--- src/rtl/div_iter_axis.sv ---
// div_iter_axis: iterative restoring radix-2 divider with AXI-stream-style
// operand channels (divisor, dividend) and a one-cycle result pulse.
// One division in flight. Result is {quotient, remainder}.
// Optional build macro: DIV_EARLY_OUT_EN. When defined, a division by zero or
// one where |dividend| < |divisor| finishes straight after the entry cycle.
module div_iter_axis #(
    parameter int SIGNED = 1,
    parameter int WIDTH  = 32
) (
    input  logic                 clk,
    input  logic                 reset,
    input  logic [WIDTH-1:0]     s_axis_divisor_tdata,
    input  logic                 s_axis_divisor_tvalid,
    output logic                 s_axis_divisor_tready,
    input  logic [WIDTH-1:0]     s_axis_dividend_tdata,
    input  logic                 s_axis_dividend_tvalid,
    output logic                 s_axis_dividend_tready,
    output logic [2*WIDTH-1:0]   m_axis_dout_tdata,
    output logic                 m_axis_dout_tvalid
);

    localparam int   CW        = (WIDTH > 1) ? $clog2(WIDTH) : 1;
    localparam logic IS_SIGNED = SIGNED[0];

    typedef enum logic [1:0] {
        S_IDLE = 2'd0,
        S_CALC = 2'd1,
        S_FIX  = 2'd2,
        S_DONE = 2'd3
    } state_t;

    state_t state_r, state_next_s;

    logic               got_dvs_r, got_dnd_r;
    logic [WIDTH-1:0]   dvs_hold_r, dnd_hold_r;
    logic [WIDTH-1:0]   dvs_mag_r, dnd_raw_r;
    logic [WIDTH-1:0]   rem_r, quo_r;
    logic [CW-1:0]      cnt_r;
    logic               neg_q_r, neg_r_r, dvs_zero_r;
    logic [2*WIDTH-1:0] dout_tdata_r;
    logic               dout_tvalid_r;

    logic               dvs_ready_s, dnd_ready_s;
    logic               dvs_hs_s, dnd_hs_s, entry_s;
    logic [WIDTH-1:0]   dvs_cur_s, dnd_cur_s;
    logic [WIDTH:0]     shifted_s, trial_s;
    logic               fits_s;
    logic [WIDTH-1:0]   rem_next_s, quo_next_s;
    logic [2*WIDTH-1:0] fix_data_s;
    logic               early_s;
    logic [2*WIDTH-1:0] early_data_s;

    // Two's-complement negation.
    function automatic logic [WIDTH-1:0] neg_f(input logic [WIDTH-1:0] v);
        neg_f = ~v + {{(WIDTH-1){1'b0}}, 1'b1};
    endfunction

    // Magnitude of an operand; identity in unsigned mode.
    function automatic logic [WIDTH-1:0] mag_f(input logic [WIDTH-1:0] v);
        if (IS_SIGNED && v[WIDTH-1]) begin
            mag_f = neg_f(v);
        end else begin
            mag_f = v;
        end
    endfunction

    // A channel is ready only while idle and still waiting for its operand.
    assign dvs_ready_s = (state_r == S_IDLE) && !got_dvs_r;
    assign dnd_ready_s = (state_r == S_IDLE) && !got_dnd_r;
    assign dvs_hs_s    = s_axis_divisor_tvalid  && dvs_ready_s;
    assign dnd_hs_s    = s_axis_dividend_tvalid && dnd_ready_s;

    // The operand arriving in the entry cycle comes straight from the bus.
    assign dvs_cur_s = got_dvs_r ? dvs_hold_r : s_axis_divisor_tdata;
    assign dnd_cur_s = got_dnd_r ? dnd_hold_r : s_axis_dividend_tdata;
    assign entry_s   = (state_r == S_IDLE) && (got_dvs_r || dvs_hs_s) && (got_dnd_r || dnd_hs_s);

    // One restoring step: shift {rem,quo} left, keep the trial difference if it did not borrow.
    always_comb begin
        shifted_s  = {rem_r, quo_r[WIDTH-1]};
        trial_s    = shifted_s - {1'b0, dvs_mag_r};
        fits_s     = !trial_s[WIDTH];
        rem_next_s = fits_s ? trial_s[WIDTH-1:0] : shifted_s[WIDTH-1:0];
        quo_next_s = {quo_r[WIDTH-2:0], fits_s};
    end

    // Sign fix-up, with the divide-by-zero result overriding the iteration outcome.
    always_comb begin
        fix_data_s = {(neg_q_r ? neg_f(quo_r) : quo_r), (neg_r_r ? neg_f(rem_r) : rem_r)};
        if (dvs_zero_r) begin
            fix_data_s = {{WIDTH{1'b1}}, dnd_raw_r};
        end else begin
            fix_data_s = fix_data_s;
        end
    end

`ifdef DIV_EARLY_OUT_EN
    // In the first CALC cycle quo_r still holds |dividend|, so the compare is on magnitudes.
    assign early_s      = (state_r == S_CALC) && (cnt_r == CW'(WIDTH-1)) &&
                          (dvs_zero_r || (quo_r < dvs_mag_r));
    assign early_data_s = dvs_zero_r ? {{WIDTH{1'b1}}, dnd_raw_r} : {{WIDTH{1'b0}}, dnd_raw_r};
`else
    assign early_s      = 1'b0;
    assign early_data_s = {(2*WIDTH){1'b0}};
`endif

    // State register.
    always_ff @(posedge clk) begin
        if (reset) begin
            state_r <= S_IDLE;
        end else begin
            state_r <= state_next_s;
        end
    end

    // Next-state logic.
    always_comb begin
        state_next_s = state_r;
        case (state_r)
            S_IDLE: begin
                if (entry_s) begin
                    state_next_s = S_CALC;
                end else begin
                    state_next_s = S_IDLE;
                end
            end
            S_CALC: begin
                if (early_s) begin
                    state_next_s = S_DONE;
                end else if (cnt_r == {CW{1'b0}}) begin
                    state_next_s = S_FIX;
                end else begin
                    state_next_s = S_CALC;
                end
            end
            S_FIX:   state_next_s = S_DONE;
            S_DONE:  state_next_s = S_IDLE;
            default: state_next_s = S_IDLE;
        endcase
    end

    // Operand capture, iteration datapath and registered result.
    always_ff @(posedge clk) begin
        if (reset) begin
            got_dvs_r     <= 1'b0;
            got_dnd_r     <= 1'b0;
            dvs_hold_r    <= {WIDTH{1'b0}};
            dnd_hold_r    <= {WIDTH{1'b0}};
            dvs_mag_r     <= {WIDTH{1'b0}};
            dnd_raw_r     <= {WIDTH{1'b0}};
            rem_r         <= {WIDTH{1'b0}};
            quo_r         <= {WIDTH{1'b0}};
            cnt_r         <= {CW{1'b0}};
            neg_q_r       <= 1'b0;
            neg_r_r       <= 1'b0;
            dvs_zero_r    <= 1'b0;
            dout_tdata_r  <= {(2*WIDTH){1'b0}};
            dout_tvalid_r <= 1'b0;
        end else begin
            if (entry_s) begin
                got_dvs_r <= 1'b0;
                got_dnd_r <= 1'b0;
            end else begin
                if (dvs_hs_s) begin
                    got_dvs_r  <= 1'b1;
                    dvs_hold_r <= s_axis_divisor_tdata;
                end
                if (dnd_hs_s) begin
                    got_dnd_r  <= 1'b1;
                    dnd_hold_r <= s_axis_dividend_tdata;
                end
            end

            case (state_r)
                S_IDLE: begin
                    if (entry_s) begin
                        rem_r      <= {WIDTH{1'b0}};
                        quo_r      <= mag_f(dnd_cur_s);
                        dvs_mag_r  <= mag_f(dvs_cur_s);
                        dnd_raw_r  <= dnd_cur_s;
                        cnt_r      <= CW'(WIDTH-1);
                        neg_q_r    <= IS_SIGNED && (dnd_cur_s[WIDTH-1] ^ dvs_cur_s[WIDTH-1]);
                        neg_r_r    <= IS_SIGNED && dnd_cur_s[WIDTH-1];
                        dvs_zero_r <= (dvs_cur_s == {WIDTH{1'b0}});
                    end
                end
                S_CALC: begin
                    if (early_s) begin
                        dout_tdata_r <= early_data_s;
                    end else begin
                        rem_r <= rem_next_s;
                        quo_r <= quo_next_s;
                        cnt_r <= cnt_r - {{(CW-1){1'b0}}, 1'b1};
                    end
                end
                S_FIX:   dout_tdata_r <= fix_data_s;
                default: dout_tdata_r <= dout_tdata_r;
            endcase

            dout_tvalid_r <= (state_next_s == S_DONE);
        end
    end

    assign s_axis_divisor_tready  = dvs_ready_s;
    assign s_axis_dividend_tready = dnd_ready_s;
    assign m_axis_dout_tdata      = dout_tdata_r;
    assign m_axis_dout_tvalid     = dout_tvalid_r;

endmodule

--- config.mk ---
export PLATFORM = sky130hd
export DESIGN_NAME = div_iter_axis
export DESIGN_NICKNAME = d
export VERILOG_FILES = /design/src/rtl/div_iter_axis.sv
export SDC_FILE = /design/constraint.sdc
export NUM_CORES = 1
export LEC_CHECK = 0
export ABC_CLOCK_PERIOD_IN_PS = 7200
export CELL_PAD_IN_SITES_DETAIL_PLACEMENT = 0
export CELL_PAD_IN_SITES_GLOBAL_PLACEMENT = 2
export CORE_MARGIN = 10
export CORE_UTILIZATION = 38
export CTS_BUF_LIST = sky130_fd_sc_hd__clkbuf_4
export DETAILED_ROUTE_END_ITERATION = 8
export PLACE_DENSITY = 0.95
export SYNTH_ARGS = -nofsm -noshare
export SYNTH_HDL_FRONTEND = slang
export SYNTH_SLANG_ARGS = --single-unit
--- constraint.sdc ---
create_clock -name clk -period 7.2 [get_ports clk]
set_input_delay 0.72 -clock clk [delete_from_list [all_inputs] [get_ports clk]]
set_output_delay 0.72 -clock clk [all_outputs]
set_load 0.02 [all_outputs]
==> qor.yml, run 1 <==
floorplan:
  fp.dieH_um: 221
  core_area_um2: 39800
  ios: 135
  die_area_um2: 48800
  rows: 73
  initial_core_util: 0.386
  die-width_um: 221
timing:
  setup-tns-final_ns: 0
  period_share: 0.550
  skew_ns: 0.0492
  fmax_mhz: 253
  slew_headroom: 0.190
  rsz0062_at_grt: "false"
  setup_violations: 0
  tightest_slew_ns: 1.22
  layout_min_cycle_time_ns: 3.96
  maxSlewViolCount: 0
  hold_viol: 0
global_route:
  antenna_found_initial: 2
  first_global_vias: 13625
  grt_overflow: 0
  grt_max_degree: 83
  grt_first_pass_wirelength_um: 75700
  grtUsageTotal: 0.186
route:
  drt-wirelength-per-cell_um: 18.0
  viasPerCell: 5.40
  drc: 0
  routed_wl_um: 48300
  drt_iter0_drc: 1221
  ant_nets: 0
  via_count: 14490
  drtPass1Iterations: 5
finish:
  drive_above_1_share: 0.0840
  fin_nets: 2209
  syn2layout_area_growth_pct: 17.1
  instances_no_fill: 2682
  final_util: 0.452
critical_path:
  path_common_cell: "a21oi_1"
  required_ns: 7.78
  slowest_delay_ns: 0.59
  worstSetupPathType: "flop to flop"
  critPathMaxFanout: 20
  slowest_stage: "xor2_4"
  cp-end-kind: "flop"
  arrival_ns: 4.54
  startpoint_type: "flop"
  path_cells: "inv_1 > ha_1 > fa_1 > nand2b_1 > a21oi_1 > o211ai_1 > a21oi_1 > nor2_1 > a21oi_1 > xor2_4 > buf_4 > mux2i_1 > o21ai_0"
placement:
  io_buffer_count: 134
  routabilityCongestion: 0.856
  dpl.cell_count: 2548
  hpwl_um: 35000
pwr:
  leakagePower_nw: 6.42
  ir_drop_mv: 0.338
  finalPower_mw: 7.96
  powerDensity_nw_per_um2: 443
yosys:
  synth_nets: 2119
  yosysWarnings: 0
  synth_top_area_frac: 0.349
  postSynthAreaPerCell_um2: 7.63
  ys.flop_type: "dfxtp_1"
  yosysUniqueCellTypes: 67
  synth_edf_count: 0
  netlist_instances: 2012
  ys_top_cells_by_area: "dfxtp_1 35%, nand2_1 8.7%, a21oi_1 7.1%"
  synth.yosys.seq_area_share: 0.349
  yosys_register_bits: 268
  synthesis.area_um2: 15400
  synthArstFlopShare: 0
  yosys.area.top_type: "dfxtp_1"
outcome:
  outcome: "complete, no violations"
clocking:
  post-cts-setup-buffer-count: 0
  root_buffer: "clkbuf_4"
  insertion_delay_ns: 0.76
  cts_buffer_depth: 3
  numCtsBuffers: 77
  htreeDepth: 3
  cts-hold-fix-buffers: 0
  cts_resized: 0
  clk_pin_slew_ns: 0.06
  cts_num_sinks: 268
  cts_tree: "done"
flow_run:
  maxCapViolations: 0
worst_hold_path:
  hold_class: "primary input to flop"
[worst paths after layout]
check,depth (start not counted),slack (ns),end,startpoint
setup reg to reg,13,3.24,rem_r[12],quo_r[31]
setup / recovery,13,3.24,rem_r[12],quo_r[31]
hold reg to reg,2,0.45,dnd_hold_r[17],dnd_hold_r[17]
hold / removal,2,0.45,m_axis_dout_tvalid,reset
[layout make-up]
class / instances / area (um2)
multi-input combinational: 1553 / 9320
tap: 525 / 657
clock buffer: 110 / 826
antenna: 3 / 7.51
inverter: 50 / 188
clock inverter: 21 / 143
fill: 4141 / 21800
timing repair buffer: 152 / 1480
sequential: 268 / 5370
[where the power goes]
group / total, mW / internal [mW] / switching (mW)
clock: 1.45 / 0.771 / 0.677
sequential: 2.02 / 1.73 / 0.287
combinational: 4.49 / 1.83 / 2.66
[cell families after synthesis]
group | Yosys count | synth area share
AND/OR/NAND/NOR | 743 | 0.218
XOR/XNOR | 128 | 0.0730
multiplexers | 97 | 0.0644
AO/OA/AOI/OAI | 546 | 0.215
buffers and inverters | 191 | 0.0484
adder cells (fa/ha/maj) | 39 | 0.0323
flip-flops | 268 | 0.349
[critical path, delay by kind of cell (launching register included)]
family | cells | cell delay, ns
AO/OA/AOI/OAI | 5 | 1.25
buffers and inverters | 2 | 0.50
adder cells (fa/ha/maj) | 2 | 0.58
XOR/XNOR | 1 | 0.59
AND/OR/NAND/NOR | 2 | 0.26
multiplexers | 1 | 0.24
flip-flops | 1 | 0.36
[stage by stage]
step / area (um2) / worst slack [ns] / hold slack (ns)
after global routing: 18000 / 2.89 / 0.440
after CTS: 18000 / 3.28 / 0.407
after detailed placement: 17000 / 3.30 / 0.445
after global placement: 17000 / 3.37 / 0.438
after floorplan: 15400 / 3.23 / 0.432
final: 18000 / 3.24 / 0.446
[state kept, by name, summed over array words and instances, names as in the netlist, 5 cells and up, named ones only]
name and flops:
dnd_hold_r 32, dvs_hold_r 32, dnd_raw_r 32, cnt_r 5, dvs_mag_r 32, m_axis_dout_tdata 64, rem_r 32, quo_r 32
[placed cells by master (no fill, tap or decap), types with 38 or more instances in the layout]
cell / instances
a211oi_1: 38
a21oi_1: 219
clkbuf_4: 110
clkdlybuf4s50_1: 133
dfxtp_1: 265
ha_1: 38
inv_1: 50
mux2i_1: 81
nand2_1: 355
nor2_1: 158
nor3_1: 68
o21ai_0: 123
xnor2_1: 72
xor2_1: 55
[layer usage]
| metal | GRT usage | part of all wire | vias to the layer above |
|---|---|---|---|
| met5 | 0 | 0 | - |
| met4 | 0.0491 | 0.014 | 0 |
| met3 | 0.0403 | 0.060 | 51 |
| met2 | 0.271 | 0.42 | 376 |
| met1 | 0.270 | 0.50 | 6758 |
| li1 | - | - | 7305 |
[synthesized netlist by cell type, drive strengths merged (4+ instances only)]
cell type / number
o21a: 4
mux2: 14
nand2: 355
nor3b: 19
mux2i: 83
a31oi: 17
o211ai: 12
and3: 11
nor2b: 12
a221oi: 5
o31ai: 20
xnor2: 72
nand4: 9
nor2: 159
a21o: 13
or3: 21
or2: 4
clkbuf: 115
a21oi: 219
a22oi: 27
inv: 50
ha: 38
buf: 26
and2: 6
nor3: 69
or4: 8
o21ai: 123
o221ai: 5
nor4: 10
a211oi: 38
o22ai: 23
xor2: 56
nand3b: 6
nand3: 26
o41ai: 10
dfxtp: 268
nand2b: 18
Note: power is estimated with default switching activity, not from simulation.
==> run 2: changes to the inputs <==
==> config.mk (replaced) <==
export PLATFORM = sky130hd
export DESIGN_NAME = div_iter_axis
export DESIGN_NICKNAME = d
export VERILOG_FILES = /design/src/rtl/div_iter_axis.sv
export SDC_FILE = /design/constraint.sdc
export NUM_CORES = 1
export LEC_CHECK = 0
export ABC_CLOCK_PERIOD_IN_PS = 4000
export CELL_PAD_IN_SITES_DETAIL_PLACEMENT = 0
export CELL_PAD_IN_SITES_GLOBAL_PLACEMENT = 2
export CORE_MARGIN = 10
export CORE_UTILIZATION = 35
export CTS_BUF_LIST = sky130_fd_sc_hd__clkbuf_4
export DETAILED_ROUTE_END_ITERATION = 8
export PLACE_DENSITY = 0.92
export SYNTH_ARGS = -nofsm -noshare
export SYNTH_HDL_FRONTEND = slang
export SYNTH_SLANG_ARGS = --single-unit
==> constraint.sdc (replaced) <==
create_clock -name clk -period 4 [get_ports clk]
set_input_delay 0.4 -clock clk [delete_from_list [all_inputs] [get_ports clk]]
set_output_delay 0.4 -clock clk [all_outputs]
set_load 0.02 [all_outputs]
==> qor.yml, run 2 (synthesis gave the netlist of run 1 again) <==
pwr:
  leakagePower_nw: 6.52
  ir_drop_mv: 0.863
  powerDensity_nw_per_um2: 780
route:
  via_count: 14653
  routed_wl_um: 48500
  drc: 0
  viasPerCell: 5.31
  drt_iter0_drc: 1068
  drt-wirelength-per-cell_um: 17.6
  ant_nets: 0
  drtPass1Iterations: 5
global_route:
  grt_use_met1: 0.253
  first_global_vias: 13611
  grt_overflow: 0
  grt_busiest_layer: "met2"
  grt_first_pass_wirelength_um: 76700
  grt_use_met3: 0.0373
  antenna_found_initial: 1
  grtUsageTotal: 0.178
  grt_max_degree: 121
  met2_usage: 0.260
floorplan:
  rows: 76
  ios: 135
  fp.dieH_um: 229
  initial_core_util: 0.355
  core_area_um2: 43300
  die_area_um2: 52600
  die-width_um: 229
worst_hold_path:
  whs_path_depth: 2
  min_from: "reset"
  hold_class: "primary input to flop"
  holdPathEnd: "dvs_hold_r[30]"
clocking:
  root_buffer: "clkbuf_4"
  cts_tree: "done"
  numCtsBuffers: 79
  insertion_delay_ns: 0.76
  post-cts-setup-buffer-count: 0
  cts_resized: 0
  cts_buffer_depth: 3
  htreeDepth: 3
  cts_num_sinks: 268
  cts-hold-fix-buffers: 0
  clk_pin_slew_ns: 0.06
placement:
  io_buffer_count: 134
  routabilityCongestion: 0.873
  hpwl_um: 35900
  dpl.cell_count: 2624
finish:
  instances_no_fill: 2762
  final_cell_mix: "355 x nand2_1, 265 x dfxtp_1, 219 x a21oi_1, 158 x nor2_1, 133 x clkdlybuf4s50_1"
  syn2layout_area_growth_pct: 18.4
  largest_reg_flops: 64
  fin_nets: 2227
  final_util: 0.420
  drive_above_1_share: 0.0919
  layout_commonest_cell: "nand2_1"
critical_path:
  startpoint: "quo_r[31]"
  timing.reg2reg.setup_slack_ns: 0.43
  path_common_cell: "a21oi_1"
  slowest_delay_ns: 0.46
  worstSetupPathType: "flop to flop"
  r2r-end: "rem_r[19]"
  slowest_stage: "a21oi_1"
  cp-end-kind: "flop"
  required_ns: 4.62
  reg2reg_depth: 13
  critPathMaxFanout: 23
  arrival_ns: 4.19
  path_cells: "inv_1 > ha_1 > fa_1 > nand2b_1 > a21oi_1 > o211ai_1 > a21oi_1 > nor2_1 > a21oi_1 > xor2_4 > buf_4 > o311ai_0 > o211ai_1"
  startpoint_type: "flop"
  cp_top_family: "compound AO/OA/AOI/OAI gates"
  r2r-start: "quo_r[31]"
  critPathBufInv: 2
timing:
  fmax_mhz: 280
  period_share: 0.892
  setup-tns-final_ns: 0
  slew_headroom: 0.227
  tightest_slew_ns: 1.16
  skew_ns: 0.0657
  layout_min_cycle_time_ns: 3.57
  rsz0062_at_grt: "false"
  hold_viol: 0
  holdWs_ns: 0.197
  setup_violations: 0
  maxSlewViolCount: 0
outcome:
  outcome: "complete, no violations"
flow_run:
  maxCapViolations: 0
run 2: worst reg2reg max path: cells and delay by family (launching register included):
family                   cells  cell delay (ns)
buffers and inverters        2             0.46
adder cells (fa/ha/maj)      2             0.60
flip-flops                   1             0.38
AO/OA/AOI/OAI                6             1.57
XOR/XNOR                     1             0.18
AND/OR/NAND/NOR              2             0.26
run 2: worst max-delay path by stage:
stage,endpoint,slack (ns),cells after the start
after floorplan,dvs_mag_r[18],0.03,16
after global placement,rem_r[5],0.65,13
after detailed placement,rem_r[9],0.55,13
after CTS,rem_r[19],0.50,13
after global routing,rem_r[19],0.12,13
final,rem_r[19],0.43,13
run 2: metrics by stage:
stage | setup slack, ns | instance area, um2 | power, mW
6_report | 0.433 | 18200 | 14.2
5_1_grt | 0.120 | 18200 | 15.3
4_1_cts | 0.499 | 18200 | 14.3
3_5_place_dp | 0.551 | 17200 | 11.6
3_3_place_gp | 0.653 | 17200 | 11.5
2_1_floorplan | 0.0303 | 15400 | 9.63
run 2: layout make-up:
cell class                 count  area [um2]
inverter                      50         188
tap                          585         732
sequential                   268        5370
fill                        4513       25100
clock buffer                 116         871
timing repair buffer         168        1610
clock inverter                21        86.3
multi-input combinational   1553        9320
antenna                        1        2.50
run 2: power by group:
group / switching, mW / internal, mW
Clock: 1.24 / 1.32
Sequential: 0.548 / 3.12
Combinational: 4.59 / 3.36
run 2: layer usage:
layer,part of all wire,up-vias,wire (um)
li1,-,7341,-
met1,0.49,6832,23900
met4,0.020,0,966
met5,0,-,0
met3,0.063,68,3080
met2,0.42,412,20600
==> run 3: changes to the inputs <==
==> config.mk (replaced) <==
export PLATFORM = sky130hd
export DESIGN_NAME = div_iter_axis
export DESIGN_NICKNAME = d
export VERILOG_FILES = /design/src/rtl/div_iter_axis.sv
export SDC_FILE = /design/constraint.sdc
export NUM_CORES = 1
export LEC_CHECK = 0
export ABC_CLOCK_PERIOD_IN_PS = 3000
export CELL_PAD_IN_SITES_DETAIL_PLACEMENT = 0
export CELL_PAD_IN_SITES_GLOBAL_PLACEMENT = 2
export CORE_MARGIN = 10
export CORE_UTILIZATION = 32
export CTS_BUF_LIST = sky130_fd_sc_hd__clkbuf_4
export DETAILED_ROUTE_END_ITERATION = 8
export PLACE_DENSITY = 0.89
export SYNTH_ARGS = -nofsm -noshare
export SYNTH_HDL_FRONTEND = slang
export SYNTH_SLANG_ARGS = --single-unit
==> constraint.sdc (replaced) <==
create_clock -name clk -period 3 [get_ports clk]
set_input_delay 0.3 -clock clk [delete_from_list [all_inputs] [get_ports clk]]
set_output_delay 0.3 -clock clk [all_outputs]
set_load 0.02 [all_outputs]
==> qor.yml, run 3 (synthesis gave the netlist of run 1 again) <==
placement:
  place_area_um2: 18000
  dpl.cell_count: 2746
  hpwl_um: 39000
  routabilityCongestion: 0.888
  dp_slack_ns: -0.0490
  io_buffer_count: 134
worst_hold_path:
  whs_path_depth: 3
  holdPathEnd: "dvs_hold_r[22]"
  hold_class: "primary input to flop"
  min_from: "s_axis_divisor_tdata[22]"
global_route:
  grt_first_pass_wirelength_um: 79100
  grt_max_degree: 80
  antenna_found_initial: 6
  grt_overflow: 0
  grtUsageTotal: 0.174
  first_global_vias: 14007
critical_path:
  slowest_stage: "or3b_2"
  r2r-start: "quo_r[0]"
  cp_top_family: "simple AND/OR/NAND/NOR gates"
  slowest_delay_ns: 0.45
  required_ns: 3.65
  r2r-end: "m_axis_dout_tdata[58]"
  reg2reg_depth: 11
  critPathMaxFanout: 4
  cp-end-kind: "flop"
  timing.reg2reg.setup_slack_ns: 0.11
  arrival_ns: 3.55
  startpoint_type: "flop"
  critPathBufInv: 1
  path_cells: "inv_1 > ha_1 > or3b_2 > or4_4 > nand2b_4 > nand2b_4 > or3_4 > o41ai_4 > xnor2_1 > nor3_1 > nor3_1"
  worstSetupPathType: "flop to flop"
pwr:
  finalPower_mw: 21.8
  switching_power_mw: 9.42
  p_comb_frac: 0.621
  power.share.clock: 0.157
  swShare: 0.433
  leakagePower_nw: 7.06
  ir_drop_mv: 0.671
  intPower_mw: 12.3
  powerDensity_nw_per_um2: 1130
  p_seq_frac: 0.222
finish:
  instances_no_fill: 2890
  largest_reg_flops: 64
  syn2layout_area_growth_pct: 25.6
  fillers: 4902
  fin_area_um2: 19300
  fin_nets: 2326
  layout_commonest_cell: "nand2_1"
  drive_above_1_share: 0.149
  final_util: 0.405
  final_cell_mix: "355 x nand2_1, 259 x dfxtp_1, 214 x a21oi_1, 158 x nor2_1, 133 x clkdlybuf4s50_1"
route:
  viasPerCell: 5.21
  drtPass1Iterations: 5
  routed_wl_um: 51300
  drt-wirelength-per-cell_um: 17.7
  via_count: 15057
  drc: 0
  ant_nets: 0
  drt_iter0_drc: 1051
timing:
  fmax_mhz: 346
  setup_violations: 0
  setup-tns-final_ns: 0
  maxSlewViolCount: 0
  tightest_slew_ns: 1.01
  period_share: 0.964
  holdWs_ns: 0.0692
  worst_slack_ns: 0.109
  skew_ns: 0.0603
  slew_headroom: 0.322
  layout_min_cycle_time_ns: 2.89
  hold_viol: 0
clocking:
  clk_pin_slew_ns: 0.06
  htreeDepth: 3
  root_buffer: "clkbuf_4"
  cts_num_sinks: 268
  cts_tree: "done"
  cts_buffer_depth: 3
  insertion_delay_ns: 0.82
  numCtsBuffers: 78
floorplan:
  core_area_um2: 47500
  initial_core_util: 0.323
  die_area_um2: 57100
  fp.dieH_um: 239
  die-width_um: 239
  rows: 80
  ios: 135
outcome:
  outcome: "complete, no violations"
flow_run:
  maxCapViolations: 0
-- run 3: changes by cell type in the layout (fill, tap and decap cells not counted), sizes merged, moves of 3 or more --
cell / previous run / this run
diode: 1 / 7
buf: 35 / 130
clkbuf: 116 / 113
clkinv: 19 / 12
dlygate4sd3: 0 / 3
-- run 3: worst max-delay path by stage --
stage	start	endpoint	slack, ns	cells after the start
4_1_cts	quo_r[31]	rem_r[16]	0.01	14
2_1_floorplan	got_dvs_r	dvs_mag_r[18]	-0.03	16
5_1_grt	dvs_mag_r[3]	quo_r[0]	-0.05	15
3_3_place_gp	quo_r[31]	quo_r[0]	-0.05	15
6_report	quo_r[0]	m_axis_dout_tdata[58]	0.11	11
3_5_place_dp	quo_r[31]	rem_r[16]	-0.05	14
-- run 3: final cells by class --
class	count	area, um2	share of cell area
repair buffers	267	2420	0.126
multi-input cells	1554	9560	0.496
clock inverters	17	98.8	0.00513
inverters	50	188	0.00974
clock buffers	112	841	0.0436
well taps	615	769	0.0399
flip-flops and latches	268	5380	0.279
diodes	7	17.5	0.000909
-- run 3: power by group through the flow --
stage                     sequential, mW  clock [mW]  combinational, mW
after floorplan                     4.74           0               8.17
after global placement              4.84           0               12.1
after detailed placement            4.86           0               12.2
after CTS                           4.79        3.55               12.4
after global routing                4.90        3.75               14.6
final                               4.82        3.42               13.5
-- run 3: worst register-to-register path: stages (launching register included) --
cell and delay (ns):
dfxtp_1 0.34, inv_1 0.06, ha_1 0.17, or3b_2 0.45, or4_4 0.45, nand2b_4 0.17, nand2b_4 0.15, or3_4 0.41
o41ai_4 0.23, xnor2_1 0.10, nor3_1 0.13, nor3_1 0.06
-- run 3: repair_timing --
action,in CTS,in global routing
cloned,1,1
hold buffers,3,0
endpoints found under the hold margin,39,0
setup endpoints to repair,32,42
pin swaps,2,3
gates resized for setup,5,49
setup buffers,0,3
-- run 3: per-layer routing --
metal	routed length [um]	GRT usage	vias up
li1	-	-	7554
met1	25200	0.244	7046
met2	21800	0.255	385
met3	3220	0.0399	70
met4	1050	0.0642	2
met5	17	0	-
